===== src/rtl/snn_pkg.sv =====
// Shared types and constants for the SNN input spike generator.
// lfsr_step is the single definition of the Galois shift used by the LFSR.
package snn_pkg;

  typedef enum logic [1:0] {
    IDLE    = 2'd0,
    GEN     = 2'd1,
    PRESENT = 2'd2
  } spike_gen_state_t;

  localparam logic [31:0] LFSR_MASK = 32'h8020_0003;

  function automatic logic [31:0] lfsr_step(input logic [31:0] v);
    logic [31:0] shifted;
    shifted = v >> 1;
    return v[0] ? (shifted ^ LFSR_MASK) : shifted;
  endfunction

endpackage


===== src/rtl/snn_lfsr32.sv =====
// 32-bit right-shifting Galois LFSR; a zero seed is forced to 1 so the
// register can never lock up in the all-zero state.
module snn_lfsr32
  import snn_pkg::*;
(
  input  logic        clk,
  input  logic        rst,
  input  logic        en,
  input  logic [31:0] seed,
  output logic [31:0] value
);

  always_ff @(posedge clk or posedge rst) begin
    if (rst) begin
      value <= (seed == 32'd0) ? 32'd1 : seed;
    end else if (en) begin
      value <= lfsr_step(value);
    end
  end

endmodule


===== src/rtl/snn_input_spike_gen.sv =====
// Bernoulli spike encoder: one input evaluated per GEN cycle against a shared
// LFSR, full vector presented once per timestep on a valid/ready port.
module snn_input_spike_gen
  import snn_pkg::*;
#(
  parameter int          NUM_INPUTS = 9,
  parameter int          DATA_WIDTH = 32,
  parameter logic [31:0] LFSR_SEED  = 32'h0000_0001,
  parameter int          STEP_W     = 16,
  localparam int         IDX_W      = $clog2(NUM_INPUTS)
) (
  input  logic                  clk,
  input  logic                  rst,
  input  logic                  cfg_wr_en,
  input  logic [IDX_W-1:0]      cfg_wr_addr,
  input  logic [DATA_WIDTH-1:0] cfg_wr_data,
  input  logic                  start,
  input  logic                  stop,
  input  logic [STEP_W-1:0]     num_steps,
  output logic                  busy,
  output logic                  done,
  output logic [STEP_W-1:0]     step_count,
  output logic                  spike_valid,
  input  logic                  spike_ready,
  output logic [NUM_INPUTS-1:0] spike_out,
  output spike_gen_state_t      state_dbg
);

  localparam logic [IDX_W-1:0] LAST_IDX = IDX_W'(NUM_INPUTS - 1);

  spike_gen_state_t        state_q, state_d;
  logic [IDX_W-1:0]        idx_q, idx_d;
  logic [STEP_W-1:0]       step_q, step_d, step_inc;
  logic [STEP_W-1:0]       steps_lat_q, steps_lat_d;
  logic [NUM_INPUTS-1:0]   shadow_q, shadow_d;
  logic [NUM_INPUTS-1:0]   spike_q, spike_d;
  logic                    done_d;
  logic                    lfsr_en;
  logic                    fire;
  logic [31:0]             lfsr_value;
  logic [DATA_WIDTH-1:0]   rate_q [NUM_INPUTS];

  // Rate table is independent of the FSM so the CPU can retune mid-run.
  always_ff @(posedge clk or posedge rst) begin
    if (rst) begin
      for (int i = 0; i < NUM_INPUTS; i++) rate_q[i] <= '0;
    end else if (cfg_wr_en && (int'(cfg_wr_addr) < NUM_INPUTS)) begin
      rate_q[cfg_wr_addr] <= cfg_wr_data;
    end
  end

  snn_lfsr32 u_lfsr (
    .clk   (clk),
    .rst   (rst),
    .en    (lfsr_en),
    .seed  (LFSR_SEED),
    .value (lfsr_value)
  );

  // Handshake: spike_valid/spike_out stay frozen in PRESENT until a cycle with
  // spike_valid && spike_ready; that edge transfers the vector.
  always_comb begin
    state_d     = state_q;
    idx_d       = idx_q;
    step_d      = step_q;
    steps_lat_d = steps_lat_q;
    shadow_d    = shadow_q;
    spike_d     = spike_q;
    done_d      = 1'b0;
    lfsr_en     = 1'b0;
    step_inc    = step_q + STEP_W'(1);
    fire        = (DATA_WIDTH'(lfsr_value) <= rate_q[idx_q]);
    if (stop) begin
      state_d = IDLE;
    end else begin
      case (state_q)
        IDLE: begin
          if (start) begin
            if (num_steps != '0) begin
              state_d     = GEN;
              idx_d       = '0;
              step_d      = '0;
              steps_lat_d = num_steps;
            end else begin
              done_d = 1'b1;
            end
          end
        end
        GEN: begin
          lfsr_en          = 1'b1;
          shadow_d[idx_q]  = fire;
          if (idx_q == LAST_IDX) begin
            state_d = PRESENT;
            spike_d = shadow_d;
          end else begin
            idx_d = idx_q + IDX_W'(1);
          end
        end
        PRESENT: begin
          if (spike_ready) begin
            step_d = step_inc;
            if (step_inc == steps_lat_q) begin
              state_d = IDLE;
              done_d  = 1'b1;
            end else begin
              state_d = GEN;
              idx_d   = '0;
            end
          end
        end
        default: state_d = IDLE;
      endcase
    end
  end

  always_ff @(posedge clk or posedge rst) begin
    if (rst) begin
      state_q     <= IDLE;
      idx_q       <= '0;
      step_q      <= '0;
      steps_lat_q <= '0;
      shadow_q    <= '0;
      spike_q     <= '0;
      done        <= 1'b0;
    end else begin
      state_q     <= state_d;
      idx_q       <= idx_d;
      step_q      <= step_d;
      steps_lat_q <= steps_lat_d;
      shadow_q    <= shadow_d;
      spike_q     <= spike_d;
      done        <= done_d;
    end
  end

  assign busy        = (state_q != IDLE);
  assign spike_valid = (state_q == PRESENT);
  assign spike_out   = spike_q;
  assign step_count  = step_q;
  assign state_dbg   = state_q;

endmodule


===== config.mk =====
export PLATFORM = sky130hd
export DESIGN_NAME = snn_input_spike_gen
export DESIGN_NICKNAME = d
export VERILOG_FILES = /design/src/rtl/snn_pkg.sv /design/src/rtl/snn_lfsr32.sv /design/src/rtl/snn_input_spike_gen.sv
export SDC_FILE = /design/constraint.sdc
export NUM_CORES = 1
export LEC_CHECK = 0
export ABC_AREA = 1
export CAP_MARGIN = 10
export CELL_PAD_IN_SITES_DETAIL_PLACEMENT = 1
export CELL_PAD_IN_SITES_GLOBAL_PLACEMENT = 1
export CORE_MARGIN = 3
export CORE_UTILIZATION = 46
export DETAILED_ROUTE_END_ITERATION = 8
export GPL_ROUTABILITY_DRIVEN = 0
export PLACE_DENSITY_LB_ADDON = 0.1
export RECOVER_POWER = 100
export SLEW_MARGIN = 0
export SYNTH_ARGS = -nofsm -noshare
export SYNTH_HDL_FRONTEND = slang
export SYNTH_SLANG_ARGS = --single-unit

===== constraint.sdc =====
create_clock -name clk -period 14.3 [get_ports clk]
set_input_delay 2.86 -clock clk [delete_from_list [all_inputs] [get_ports clk]]
set_output_delay 2.86 -clock clk [all_outputs]
set_load 0.01 [all_outputs]

==> impl_metrics.yaml <==
clocking:
  ctsResizeCount: 0
  cts_setup_buffers: 0
  clock-sinks: 376
  clk_path_buf_depth: 3
  cts_buffers: 44
  htree_levels: 2
  clockRootBuffer: "clkbuf_16"
  clock_latency_ps: 560
  cts_tree: "built"
  clk_pin_slew_ps: 60
  cts_hold_buf: 0
synth:
  synth_seq_cells: 376
  ys_warn_count: 0
  ys_seq_area_share_pct: 53.41
  syn_inst: 2117
  synth.avg_cell_area_um2: 8.322
  ys_types: 37
  syn_nets: 2212
  netlist_area_um2: 17620
status:
  status: "finished with violations"
  violations: "max-capacitance violations, max-slew violations"
drt:
  wl_per_cell_um: 20.11
  drt_wl_total_um: 54090
  drtPass1Iterations: 5
  drtIter0Drc: 883
  vias: 15243
  drc: 0
  via_per_inst: 5.667
  ant_nets: 0
layout:
  areaGrowthSynthToFinish_pct: 15.06
  final_common_cell: "nand2_1"
  drive_gt1_share_pct: 5.140
  final_cell_mix: "nand2_1 (505), dfrtp_1 (373), o21ai_0 (322), a21oi_1 (178), nor2_1 (177)"
  antenna_cells: 0
  nets: 2243
  instances_no_fill: 2690
power:
  seqPwrFrac_pct: 43.0
  power.switching_w: 0.001098
  power.leakage_nw: 9.553
  power_density_nw_per_um2: 165.5
  peakVddDrop_v: 0.0001123
  pwr-share-comb_pct: 23.9
  swShare_pct: 32.72
  p_clk_share_pct: 33.2
  p_int_w: 0.002257
place:
  port_buffers: 87
  preCtsSetupSlack_ps: 8626
  dp_cells: 2613
  dp_hpwl_um: 32400
sta:
  timing.final.crit_share_pct: 53.13
  relSlewSlack_pct: -249.6
  rsz0062_at_grt: "false"
  slew_viol_final: 784
  hold_viol: 0
  tightest_slew_ps: 5215
  worst_slack_ps: 6702
  clock_skew_ps: 15.70
  fmax_mhz: 131.6
  min_period_ps: 7598
  setup_violations: 0
  setup-tns-final_ps: 0
worst_hold_path:
  hold-path-cell-count: 2
  min_from: "shadow_q[4]"
  min_path_type: "reg -> reg"
  worstHoldEndpoint: "shadow_q[4]"
critical_path:
  regToRegSetupSlack_ps: 9760
  start_kind: "primary input"
  worstPathMaxFanout: 145
  r2r_start: "idx_q[0]"
  critPathCaptureType: "asynchronous set/reset pin"
  crit_arrival_ps: 8170
  required_ps: 14870
  path_class: "in -> async"
  rr_endpoint: "shadow_q[1]"
  rr_worst_depth: 15
die:
  initial_core_util_pct: 46.77
  die_y_um: 201.7
  die_w_um: 201.7
  num_io_pins: 88
  die_area_um2: 40680
  row_count: 71
  core-area_um2: 37670
global_routing:
  first_global_vias: 16469
  antenna_found_initial: 0
  gr-total-overflow: 0
  track_usage_pct: 26.86
  grt_pass1_wl_um: 88340
  grt_max_degree: 146
job:
  maxCapViolations: 13
-- sequential cells by signal, indices dropped and copies added, names as in the netlist --
register and flops:
done 1, idx_q 4, rate_q 288, shadow_q 8
spike_out 9, state_dbg 2, step_count 16, steps_lat_q 16
u_lfsr.value 32
-- power groups by stage --
stage / clock [W] / combinational [W] / sequential [W]
4_1_cts: 0.00114 / 0.000808 / 0.00144
3_5_place_dp: 0 / 0.000798 / 0.00145
2_1_floorplan: 0 / 0.000575 / 0.00141
6_report: 0.00111 / 0.000800 / 0.00144
3_3_place_gp: 0 / 0.000758 / 0.00144
5_1_grt: 0.00119 / 0.000926 / 0.00147
-- metrics by stage --
stage | hold slack [ps] | total power, W | instance area, µm² | util (%)
after detailed placement | 467.8 | 0.002250 | 18910 | 50.21
after global placement | 454.3 | 0.002197 | 18910 | 50.21
final | 478.1 | 0.003355 | 20270 | 53.82
after CTS | 482.0 | 0.003382 | 20340 | 53.99
after floorplan | 441.7 | 0.001983 | 17620 | -
after global routing | 504.1 | 0.003579 | 20270 | 53.82
-- synth_stat cells --
library cell | count | area (µm²)
nand2_1 | 506 | 1899
dfrtp_1 | 375 | 9384
o21ai_0 | 322 | 1612
nor2_1 | 180 | 675.7
a21oi_1 | 178 | 890.9
inv_1 | 144 | 540.5
clkbuf_1 | 109 | 409.1
nand3_1 | 74 | 370.4
a221oi_1 | 62 | 543.0
ha_1 | 37 | 462.9
nor3_1 | 34 | 170.2
nand4_1 | 20 | 125.1
o22ai_1 | 10 | 62.56
or2_2 | 9 | 56.30
buf_2 | 8 | 40.04
o21ai_1 | 7 | 35.03
xor2_1 | 7 | 61.31
nand3b_1 | 5 | 37.54
buf_1 | 4 | 15.01
inv_2 | 3 | 11.26
nor2_4 | 3 | 33.78
nand2_2 | 2 | 12.51
nor2_2 | 2 | 12.51
nor3_2 | 2 | 20.02
o211ai_1 | 2 | 15.01
a211oi_1 | 1 | 7.510
and3_1 | 1 | 6.260
clkbuf_2 | 1 | 5.000
clkinv_1 | 1 | 3.750
dfstp_2 | 1 | 26.28
nand3_2 | 1 | 10.01
nor4_1 | 1 | 6.260
o21ai_2 | 1 | 8.760
o221ai_1 | 1 | 8.760
o31ai_1 | 1 | 7.510
xnor2_1 | 1 | 8.760
xor3_1 | 1 | 23.77
-- worst max-delay path: stages --
cell	delay, ps
dlygate4sd3_1	540
clkinvlp_2	2870
buf_4	1040
buf_12	610
-- worst max-delay path by stage --
stage | from | end | slack [ps] | depth (start not counted)
3_5_place_dp | rst | rate_q[32] | 8630 | 4
4_1_cts | rst | rate_q[204] | 9230 | 4
2_1_floorplan | rst | done | 1000 | 1
3_3_place_gp | rst | rate_q[84] | 8660 | 4
5_1_grt | rst | rate_q[275] | 5730 | 4
6_report | rst | rate_q[148] | 6700 | 4
-- kinds of logic after synthesis --
logic type,synth area share [%]
xor gates and xnor gates,0.5326
DFF,53.41
adders and majority gates,2.628
AOI/OAI and AO/OA,18.11
and+or+nand+nor,19.50
buffers and inverters,5.816
-- layer usage --
metal,GRT usage (%),share of wire [%]
met5,0,0
met4,7.800,2.6
met3,3.624,3.8
met2,44.94,47
met1,36.88,47
-- cell type report --
class / instances / area (µm²)
Timing Repair Buffer: 107 / 996.0
Multi-Input combinational cell: 1471 / 7236
Fill cell: 4513 / 17400
Inverter: 148 / 558.0
Sequential cell: 376 / 9415
Clock buffer: 65 / 1311
Clock inverter: 12 / 115.1
Tap cell: 511 / 639.4
Note: power is estimated with default switching activity, not from simulation.
